File: config.mk
export PLATFORM = sky130hd
export DESIGN_NAME = uart_frame_sequencer
export DESIGN_NICKNAME = d
export VERILOG_FILES = /design/src/rtl/uart_frame_sequencer.sv
export SDC_FILE = /design/constraint.sdc
export NUM_CORES = 1
export LEC_CHECK = 0
export CAP_MARGIN = 20
export CORE_MARGIN = 2
export CORE_UTILIZATION = 45
export CTS_BUF_LIST = sky130_fd_sc_hd__clkbuf_8
export DETAILED_ROUTE_END_ITERATION = 8
export GPL_TIMING_DRIVEN = 0
export PLACE_DENSITY = 0.66
export SYNTH_ARGS = -nofsm -noshare
export SYNTH_HDL_FRONTEND = slang
export SYNTH_SLANG_ARGS = --single-unit
File: constraint.sdc
create_clock -name sysclk -period 4.9 [get_ports sysclk]
set_clock_uncertainty 0.15 [all_clocks]
set_input_delay 0.49 -clock sysclk [delete_from_list [all_inputs] [get_ports sysclk]]
set_output_delay 0.49 -clock sysclk [all_outputs]
set_load 0.005 [all_outputs]
File: src/rtl/uart_frame_sequencer.sv
// Frame sequencer: parses decimal ASCII lines from a UART into an input RAM, kicks an
// accelerator, then prints each result word back as signed decimal text.
module uart_frame_sequencer #(
  parameter int WIDTH   = 16,
  parameter int NUM_IN  = 512,
  parameter int NUM_OUT = 32
) (
  input  logic             sysclk,
  input  logic             reset,
  input  logic [7:0]       rx_data,
  input  logic             rx_valid,
  output logic [7:0]       tx_data,
  output logic             tx_valid,
  input  logic             tx_ready,
  output logic             in_we,
  output logic [8:0]       in_addr,
  output logic [WIDTH-1:0] in_wdata,
  output logic             acc_start,
  input  logic             acc_done,
  output logic [4:0]       out_addr,
  input  logic [WIDTH-1:0] out_rdata,
  output logic             busy,
  output logic             err_range,
  output logic             err_format,
  output logic             err_drop
);

  localparam logic [7:0]  CHR_MINUS = 8'h2D;
  localparam logic [7:0]  CHR_CR    = 8'h0D;
  localparam logic [7:0]  CHR_LF    = 8'h0A;
  localparam logic [7:0]  CHR_ZERO  = 8'h30;
  localparam logic [16:0] MAG_LIMIT = 17'd32768;
  localparam logic [8:0]  LAST_IN   = 9'(NUM_IN - 1);
  localparam logic [4:0]  LAST_OUT  = 5'(NUM_OUT - 1);

  typedef enum logic [2:0] {
    ST_RX, ST_START, ST_WAIT, ST_RD, ST_CONV, ST_SEND
  } state_e;

  typedef enum logic [1:0] {
    K_SIGN, K_DIGIT, K_CR, K_LF
  } kind_e;

  // Decimal place weight for the repeated-subtraction digit extractor.
  function automatic logic [16:0] place_val(input logic [2:0] idx);
    logic [16:0] v;
    case (idx)
      3'd0:    v = 17'd10000;
      3'd1:    v = 17'd1000;
      3'd2:    v = 17'd100;
      3'd3:    v = 17'd10;
      default: v = 17'd1;
    endcase
    return v;
  endfunction

  state_e            state_r;
  kind_e             tx_kind_r;
  logic [8:0]        word_cnt_r;
  logic [4:0]        k_r;
  logic [16:0]       mag_r;
  logic              neg_r;
  logic              have_digit_r;
  logic              sat_r;
  logic              skip_r;
  logic              rd_phase_r;
  logic [2:0]        place_r;
  logic [3:0]        digit_r;
  logic              started_r;

  logic [7:0]        tx_data_r;
  logic              tx_valid_r;
  logic              in_we_r;
  logic [8:0]        in_addr_r;
  logic [WIDTH-1:0]  in_wdata_r;
  logic              acc_start_r;
  logic [4:0]        out_addr_r;
  logic              err_range_r;
  logic              err_format_r;
  logic              err_drop_r;

  logic              is_digit_s;
  logic [20:0]       mac_s;
  logic [16:0]       mag_next_s;
  logic              sat_next_s;
  logic [15:0]       word_s;
  logic              range_hit_s;
  logic [WIDTH:0]    ext_s;
  logic [WIDTH:0]    abs_s;
  logic [16:0]       place_val_s;

  // Parser arithmetic, clamped line value and result-word magnitude.
  always_comb begin
    is_digit_s = (rx_data >= 8'h30) && (rx_data <= 8'h39);
    mac_s      = ({4'd0, mag_r} * 21'd10) + {17'd0, rx_data[3:0]};
    mag_next_s = mac_s[16:0];
    sat_next_s = 1'b0;
    if (mac_s > {4'd0, MAG_LIMIT}) begin
      mag_next_s = MAG_LIMIT;
      sat_next_s = 1'b1;
    end else begin
      mag_next_s = mac_s[16:0];
      sat_next_s = 1'b0;
    end

    // A saturated magnitude still reads as 32768, so sat_r records that clamping happened.
    word_s      = mag_r[15:0];
    range_hit_s = 1'b0;
    if (neg_r) begin
      word_s      = 16'd0 - mag_r[15:0];
      range_hit_s = sat_r;
    end else if (mag_r >= MAG_LIMIT) begin
      word_s      = 16'h7FFF;
      range_hit_s = 1'b1;
    end else begin
      word_s      = mag_r[15:0];
      range_hit_s = 1'b0;
    end

    ext_s = {out_rdata[WIDTH-1], out_rdata};
    abs_s = ext_s;
    if (out_rdata[WIDTH-1]) begin
      abs_s = {(WIDTH+1){1'b0}} - ext_s;
    end else begin
      abs_s = ext_s;
    end

    place_val_s = place_val(place_r);
  end

  // Main sequencer: RX parse, accelerator handshake, readback and decimal transmit.
  always_ff @(posedge sysclk) begin
    if (reset) begin
      state_r      <= ST_RX;
      tx_kind_r    <= K_SIGN;
      word_cnt_r   <= 9'd0;
      k_r          <= 5'd0;
      mag_r        <= 17'd0;
      neg_r        <= 1'b0;
      have_digit_r <= 1'b0;
      sat_r        <= 1'b0;
      skip_r       <= 1'b0;
      rd_phase_r   <= 1'b0;
      place_r      <= 3'd0;
      digit_r      <= 4'd0;
      started_r    <= 1'b0;
      tx_data_r    <= 8'd0;
      tx_valid_r   <= 1'b0;
      in_we_r      <= 1'b0;
      in_addr_r    <= 9'd0;
      in_wdata_r   <= {WIDTH{1'b0}};
      acc_start_r  <= 1'b0;
      out_addr_r   <= 5'd0;
      err_range_r  <= 1'b0;
      err_format_r <= 1'b0;
      err_drop_r   <= 1'b0;
    end else begin
      in_we_r     <= 1'b0;
      acc_start_r <= 1'b0;
      if (rx_valid && (state_r != ST_RX)) begin
        err_drop_r <= 1'b1;
      end

      case (state_r)
        ST_RX: begin
          if (rx_valid) begin
            if (skip_r) begin
              if (rx_data == CHR_CR) begin
                skip_r       <= 1'b0;
                neg_r        <= 1'b0;
                mag_r        <= 17'd0;
                have_digit_r <= 1'b0;
                sat_r        <= 1'b0;
              end
            end else if (rx_data == CHR_LF) begin
              skip_r <= 1'b0;
            end else if ((rx_data == CHR_MINUS) && !neg_r && !have_digit_r) begin
              neg_r <= 1'b1;
            end else if (is_digit_s) begin
              mag_r        <= mag_next_s;
              sat_r        <= sat_r | sat_next_s;
              have_digit_r <= 1'b1;
            end else if (rx_data == CHR_CR) begin
              if (have_digit_r) begin
                in_we_r    <= 1'b1;
                in_addr_r  <= word_cnt_r;
                in_wdata_r <= WIDTH'($signed(word_s));
                word_cnt_r <= word_cnt_r + 9'd1;
                if (range_hit_s) begin
                  err_range_r <= 1'b1;
                end
                if (word_cnt_r == LAST_IN) begin
                  state_r <= ST_START;
                end
              end
              neg_r        <= 1'b0;
              mag_r        <= 17'd0;
              have_digit_r <= 1'b0;
              sat_r        <= 1'b0;
            end else begin
              err_format_r <= 1'b1;
              skip_r       <= 1'b1;
              neg_r        <= 1'b0;
              mag_r        <= 17'd0;
              have_digit_r <= 1'b0;
              sat_r        <= 1'b0;
            end
          end
        end

        ST_START: begin
          acc_start_r <= 1'b1;
          state_r     <= ST_WAIT;
        end

        ST_WAIT: begin
          if (acc_done) begin
            out_addr_r <= k_r;
            rd_phase_r <= 1'b0;
            state_r    <= ST_RD;
          end
        end

        // Phase 0 lets the RAM register out_addr; phase 1 captures its data.
        ST_RD: begin
          if (!rd_phase_r) begin
            rd_phase_r <= 1'b1;
          end else begin
            rd_phase_r <= 1'b0;
            neg_r      <= out_rdata[WIDTH-1];
            mag_r      <= 17'(abs_s);
            place_r    <= 3'd0;
            digit_r    <= 4'd0;
            started_r  <= 1'b0;
            if (out_rdata[WIDTH-1]) begin
              tx_data_r  <= CHR_MINUS;
              tx_valid_r <= 1'b1;
              tx_kind_r  <= K_SIGN;
              state_r    <= ST_SEND;
            end else begin
              state_r <= ST_CONV;
            end
          end
        end

        ST_CONV: begin
          if (mag_r >= place_val_s) begin
            mag_r   <= mag_r - place_val_s;
            digit_r <= digit_r + 4'd1;
          end else if ((digit_r != 4'd0) || started_r || (place_r == 3'd4)) begin
            tx_data_r  <= CHR_ZERO + {4'd0, digit_r};
            tx_valid_r <= 1'b1;
            tx_kind_r  <= K_DIGIT;
            started_r  <= 1'b1;
            place_r    <= place_r + 3'd1;
            digit_r    <= 4'd0;
            state_r    <= ST_SEND;
          end else begin
            place_r <= place_r + 3'd1;
            digit_r <= 4'd0;
          end
        end

        ST_SEND: begin
          if (tx_valid_r && tx_ready) begin
            case (tx_kind_r)
              K_SIGN, K_DIGIT: begin
                if (place_r == 3'd5) begin
                  tx_data_r <= CHR_CR;
                  tx_kind_r <= K_CR;
                end else begin
                  tx_valid_r <= 1'b0;
                  state_r    <= ST_CONV;
                end
              end
              K_CR: begin
                tx_data_r <= CHR_LF;
                tx_kind_r <= K_LF;
              end
              K_LF: begin
                tx_valid_r <= 1'b0;
                if (k_r == LAST_OUT) begin
                  k_r        <= 5'd0;
                  out_addr_r <= 5'd0;
                  word_cnt_r <= 9'd0;
                  neg_r      <= 1'b0;
                  mag_r      <= 17'd0;
                  state_r    <= ST_RX;
                end else begin
                  k_r        <= k_r + 5'd1;
                  out_addr_r <= k_r + 5'd1;
                  rd_phase_r <= 1'b0;
                  state_r    <= ST_RD;
                end
              end
              default: begin
                tx_valid_r <= 1'b0;
                state_r    <= ST_RX;
              end
            endcase
          end
        end

        default: begin
          state_r <= ST_RX;
        end
      endcase
    end
  end

  assign tx_data    = tx_data_r;
  assign tx_valid   = tx_valid_r;
  assign in_we      = in_we_r;
  assign in_addr    = in_addr_r;
  assign in_wdata   = in_wdata_r;
  assign acc_start  = acc_start_r;
  assign out_addr   = out_addr_r;
  assign err_range  = err_range_r;
  assign err_format = err_format_r;
  assign err_drop   = err_drop_r;
  // Idle only with nothing collected: decoded purely from flops, so it changes on clock edges.
  assign busy = !((state_r == ST_RX) && (word_cnt_r == 9'd0) &&
                  !neg_r && !have_digit_r && !skip_r);

endmodule

# --- Yosys cells after proc, flatten, opt, wreduce, memory -nomap -nowiden ---
# Cells that the tools add are included.
word_totals:
  reg_bits: 93
  inputBits: 29
  out_inout_bits: 45
  elab_cells: 258
classes:
  addsub: 9
  mul: 1
  n_lt_le_gt_ge: 5
  eq_ne: 47
  mux: 118
  n_bitwise: 8
  reduce_logical: 47
ops:
  columns: ["cell", "n"]
  rows:
  - ["$mux 17", 13]
  - ["$mux 9", 10]
  - ["$pmux 17 s4", 1]
  - ["$pmux 14 s4", 1]
  - ["$mux 3", 16]
  - ["$mux 8", 6]
  - ["$mux 1", 41]
  - ["$ne 2x2->1 const B", 20]
  - ["$mux 16", 2]
  - ["$pmux 8 s3", 1]
  - ["$reduce_and 8->1", 3]
  - ["$add 21x4->21", 1]
  - ["$gt 21x16->1 const B", 1]
  - ["$mul 17x3->20 const B", 1]
  - ["$mux 5", 4]
  - ["$pmux 3 s6", 1]
  - ["$pmux 9 s2", 1]
  - ["$reduce_and 9->1", 2]
  - ["$ge 17x16->1 const B", 1]
  - ["$ge 17x17->1", 1]
  - ["$sub 1x16->17 const A", 1]
  - ["$sub 17x17->17", 1]
  - ["$eq 8x4->1 const B", 2]
  - ["$pmux 8 s2", 1]
  - ["other kinds (51)", 103]

# --- Logic depth before layout (Yosys ltp) ---
logic_depth:
  ltp_word: 10
  mapped_depth: 15
  depth_no_buf: 14

# --- Least setup slack after synthesis ---
# No wires, ideal clock.
synth_path:
  kind: "register to register"
  from: "reg mag_r[1]"
  to: "reg mag_r[13]"
  setup_time_ps: 91
  t_arrival_ps: 3876
  required_time_ps: 4659
  setup_slack_ps: 783
  stages_incl_launch_ff: 15
  n_path_buf: 0
  synth_period_minus_slack_ps: 4117
  path_cell_list: "dfxtp_1 > ha_1 > ha_1 > inv_1 > fa_1 > nand2b_1 > a21oi_2 > xor2_1 > nand4_2 > or2_1 > nor4_1 > mux2_4 > nor3_4 > or3b_1 > a311oi_1"
synth_between:
  elab_chain_len: 10
  elab_cells_between_ends: 15
  classes_between: "2 x add/sub; 1 x mul; 2 x order compare; 1 x eq/ne; 8 x mux; 1 x reduce/logical"
synth_rtl:
  columns: ["item", "line_no", "source"]
  rows:
  - ["start, declared", "61", "logic [16:0] mag_r;"]
  - ["start signal, assigned", "180", "mag_r <= mag_next_s;"]
  - ["start signal, assigned", "231", "mag_r <= 17'(abs_s);"]
  - ["start signal, assigned", "248", "mag_r <= mag_r - place_val_s;"]
  - ["$mul 17x3->20", "95", "mac_s = ({4'd0, mag_r} * 21'd10) + {17'd0, rx_data[3:0]};"]
  - ["$add 21x4->21", "95", null]
  - ["$gt 21x16->1", "98", "if (mac_s > {4'd0, MAG_LIMIT}) begin"]
  - ["$mux 17", "98", null]
  - ["$mux 17", "179", "end else if (is_digit_s) begin"]
  - ["$mux 17", "177", "end else if ((rx_data == CHR_MINUS) && !neg_r && !have_digit_r) begin"]
  - ["$mux 17", "175", "end else if (rx_data == CHR_LF) begin"]
  - ["$mux 17", "167", "if (skip_r) begin"]
  - ["$mux 17", "166", "if (rx_valid) begin"]
  - ["$pmux 17 s4", "164", "case (state_r)"]
# Parallel ways exist; a longest one is shown, timed or not. The select of a mux whose other input is x is not followed.
# A chain may end at the register's enable or synchronous reset.

# --- Final worst setup path ---
layout_path:
  from: "reg mag_r[1]"
  to: "reg mag_r[14]"
# The elaborated chain is that of the path after synthesis.

==> flow_summary.json <==
{
  "crit_path_cell_trace": "ha_1, ha_1, inv_1, fa_1, nand2b_1, a2111o_1, o211ai_1, nand4_2, or2_1, nor4_1, mux2_4, nor3_4, buf_2, nand3_1, a311oi_1",
  "path_delay_family": "simple AND/OR/NAND/NOR gates",
  "remaining_drc_errors": 0,
  "start_kind": "flip-flop",
  "seq_area_um2": 1820,
  "status": "complete, no violations",
  "yosys.area_share.simple_pct": 23.4,
  "slew_viol_final": 0,
  "hold_class": "flip-flop to flip-flop",
  "fin_setup_tns_ps": 0,
  "synth_edf_count": 0,
  "overflow": 0,
  "htreeDepth": 3,
  "yosys.area.top_type": "dfxtp_1",
  "synth_top_family_by_area": "compound AO/OA/AOI/OAI gates",
  "switchingPower_mw": 1.78,
  "drt-wirelength-per-cell_um": 17.4,
  "grt_pass1_vias": 6433,
  "clkPwrFrac_pct": 12.9,
  "yosys_warnings": 0,
  "core_um2": 15100,
  "synthToLayoutAreaGrowth_pct": 16.4,
  "cpMostUsedCell": "ha_1",
  "critPathBufInv": 2,
  "p_int_mw": 1.90,
  "synth.area.mux_share_pct": 2.08,
  "fmax_mhz": 218,
  "antenna_found_initial": 0,
  "yosysTopAreaCellShare_pct": 26.2,
  "p_sw_share_pct": 48.4,
  "final_cell_mix": "122 x nor2_1, 91 x nand2_1, 91 x dfxtp_1",
  "ios": 74,
  "synth_adder_area_share_pct": 11.5,
  "drt_wl_total_um": 20600,
  "dp.cells": 1167,
  "post-dp-hpwl_um": 16300,
  "die_w_um": 128,
  "synth_area_per_cell_um2": 7.69,
  "fin_crit_sh_pct": 93.6,
  "gp_congestion": 0.935,
  "ys_types": 77,
  "synthTopCellsByArea": "dfxtp_1 26%, ha_1 11%, nor2_1 6.6%, a21oi_1 5.7%, nand2_1 4.9%",
  "cts_tree": "done",
  "cts.sinks": 91,
  "final_common_cell": "nor2_1",
  "rows": 45,
  "cpPeakStageDelay_ps": 630,
  "setup_viol": 0,
  "tightest_slew_ps": 887,
  "netlist_area_um2": 6960,
  "clk-insertion-delay-late_ps": 390,
  "post_cts_buffers": 0,
  "synth_top_flop_cell": "dfxtp_1",
  "instances_no_fill": 1183,
  "critical_path_required_ps": 5040,
  "diodes": 0,
  "grt_use_total_pct": 25.5,
  "rsz0062_at_grt": "false",
  "die_h_um": 128,
  "relSlewSlack_pct": 40.8,
  "path_class": "flip-flop to flip-flop",
  "drt_iter0_drc": 672,
  "power_density_nw_per_um2": 454,
  "yosys.area_share.xor_xnor_pct": 8.41,
  "synth_compound_area_share_pct": 23.9,
  "synthCells": 906,
  "synth-seq-cells": 91,
  "io_buffers": 71,
  "vias_per_cell": 5.93,
  "finalHoldViolations": 0,
  "cp-end-kind": "flip-flop",
  "ant_nets": 0,
  "cts_made_buffers": 9,
  "seq_power_share_pct": 26.7,
  "fin_crit_ps": 4590,
  "peakVddDrop_mv": 0.226,
  "dieArea_um2": 16500,
  "fillers": 1512,
  "layout-drive-gt1-share_pct": 4.42,
  "clockBufferDepth": 2,
  "combinationalPowerShare_pct": 60.4,
  "worst_path_max_delay_cell": "dfxtp_1",
  "worst-path-max-fanout": 11,
  "start_util_pct": 46.0,
  "worstPathArrival_ps": 4730,
  "fin_nets": 1081,
  "vias": 7010,
  "grt_max_degree": 16,
  "maxCapViolCount": 0,
  "grt_pass1_wl_um": 33100,
  "synth.yosys.seq_area_share_pct": 26.2,
  "clk_pin_slew_ps": 90,
  "async_reset_ff_share_pct": 0,
  "multi_input_area_um2": 4840,
  "firstDrtPassIters": 5,
  "cts_root_buf": "clkbuf_8",
  "power.leakage_nw": 3.03
}
[synthesized netlist by cell type (21+ instances only)]
cell      number
a21oi_1       80
ha_1          59
nand2_1       91
nand3_1       21
o21ai_0       30
clkbuf_1      38
inv_1         32
xor2_1        29
nor2_1       122
nor3_1        28
xnor2_1       36
dfxtp_1       91
[routing by layer]
layer / routed length, um / GRT usage (%) / vias up
met4: 551 / 9.70 / 0
li1: - / - / 3469
met1: 9800 / 35.9 / 3260
met5: 0 / 0 / -
met3: 1270 / 3.91 / 43
met2: 8940 / 39.4 / 238
[metrics by stage]
stage	setup WS [ps]	hold slack, ps	area (um2)	power (mW)	util (%)
4_1_cts	237	309	8100	3.66	53.5
5_1_grt	61.9	325	8110	3.98	53.5
6_report	311	304	8110	3.68	53.5
2_1_floorplan	783	298	6970	2.65	-
3_3_place_gp	325	292	7910	3.16	52.3
3_5_place_dp	263	296	7920	3.18	52.3
[cells by family after synthesis]
family | count (synthesis)
multiplexers | 14
AND/OR/NAND/NOR | 346
flip-flops | 91
adder cells (fa/ha/maj) | 62
buffers and inverters | 78
other | 1
XOR/XNOR | 66
AO/OA/AOI/OAI | 248
[layout make-up]
type,instances,share of cell area (%)
plain buffers,45,2.33
flip-flops and latches,91,22.5
repair buffers,72,8.83
clock inverters,6,0.509
inverters,33,1.53
well taps,188,2.90
clock buffers,10,1.70
multi-input cells,738,59.7
[power groups by stage]
stage / clock network, mW / registers (mW) / logic, mW
6_report: 0.476 / 0.982 / 2.22
5_1_grt: 0.514 / 0.990 / 2.48
3_3_place_gp: 0 / 0.989 / 2.17
2_1_floorplan: 0 / 0.925 / 1.72
4_1_cts: 0.484 / 0.976 / 2.20
3_5_place_dp: 0 / 0.994 / 2.18
[timing repair]
action                     CTS  global route
setup endpoints to repair    0             4
resized for setup            0             1
hold buffers                 0             0
[state kept, by name, summed over array words and instances (netlist names), 2 cells and up]
signal	cells
out_addr	5
digit_r	4
place_r	3
in_addr	9
tx_kind_r	2
state_r	3
in_wdata	16
word_cnt_r	9
mag_r	17
k_r	5
tx_data	6
[path summary, 6_finish.rpt]
| path | startpoint | endpoint | slack (ps) | cells past startpoint |
|---|---|---|---|---|
| max | mag_r[1] | mag_r[14] | 310 | 15 |
| min | in_wdata[7] | in_wdata[7] | 300 | 2 |
| max reg2reg | mag_r[1] | mag_r[14] | 310 | 15 |
| min reg2reg | in_wdata[7] | in_wdata[7] | 300 | 2 |
[worst reg2reg max path, stage by stage (launching register included)]
cell and delay, ps:
dfxtp_1 630, ha_1 220, ha_1 190, inv_1 60, fa_1 390, nand2b_1 210, a2111o_1 370, o211ai_1 160
nand4_2 190, or2_1 280, nor4_1 270, mux2_4 350, nor3_4 300, buf_2 280, nand3_1 110, a311oi_1 310
No activity file was read; power rests on OpenSTA's default activity.
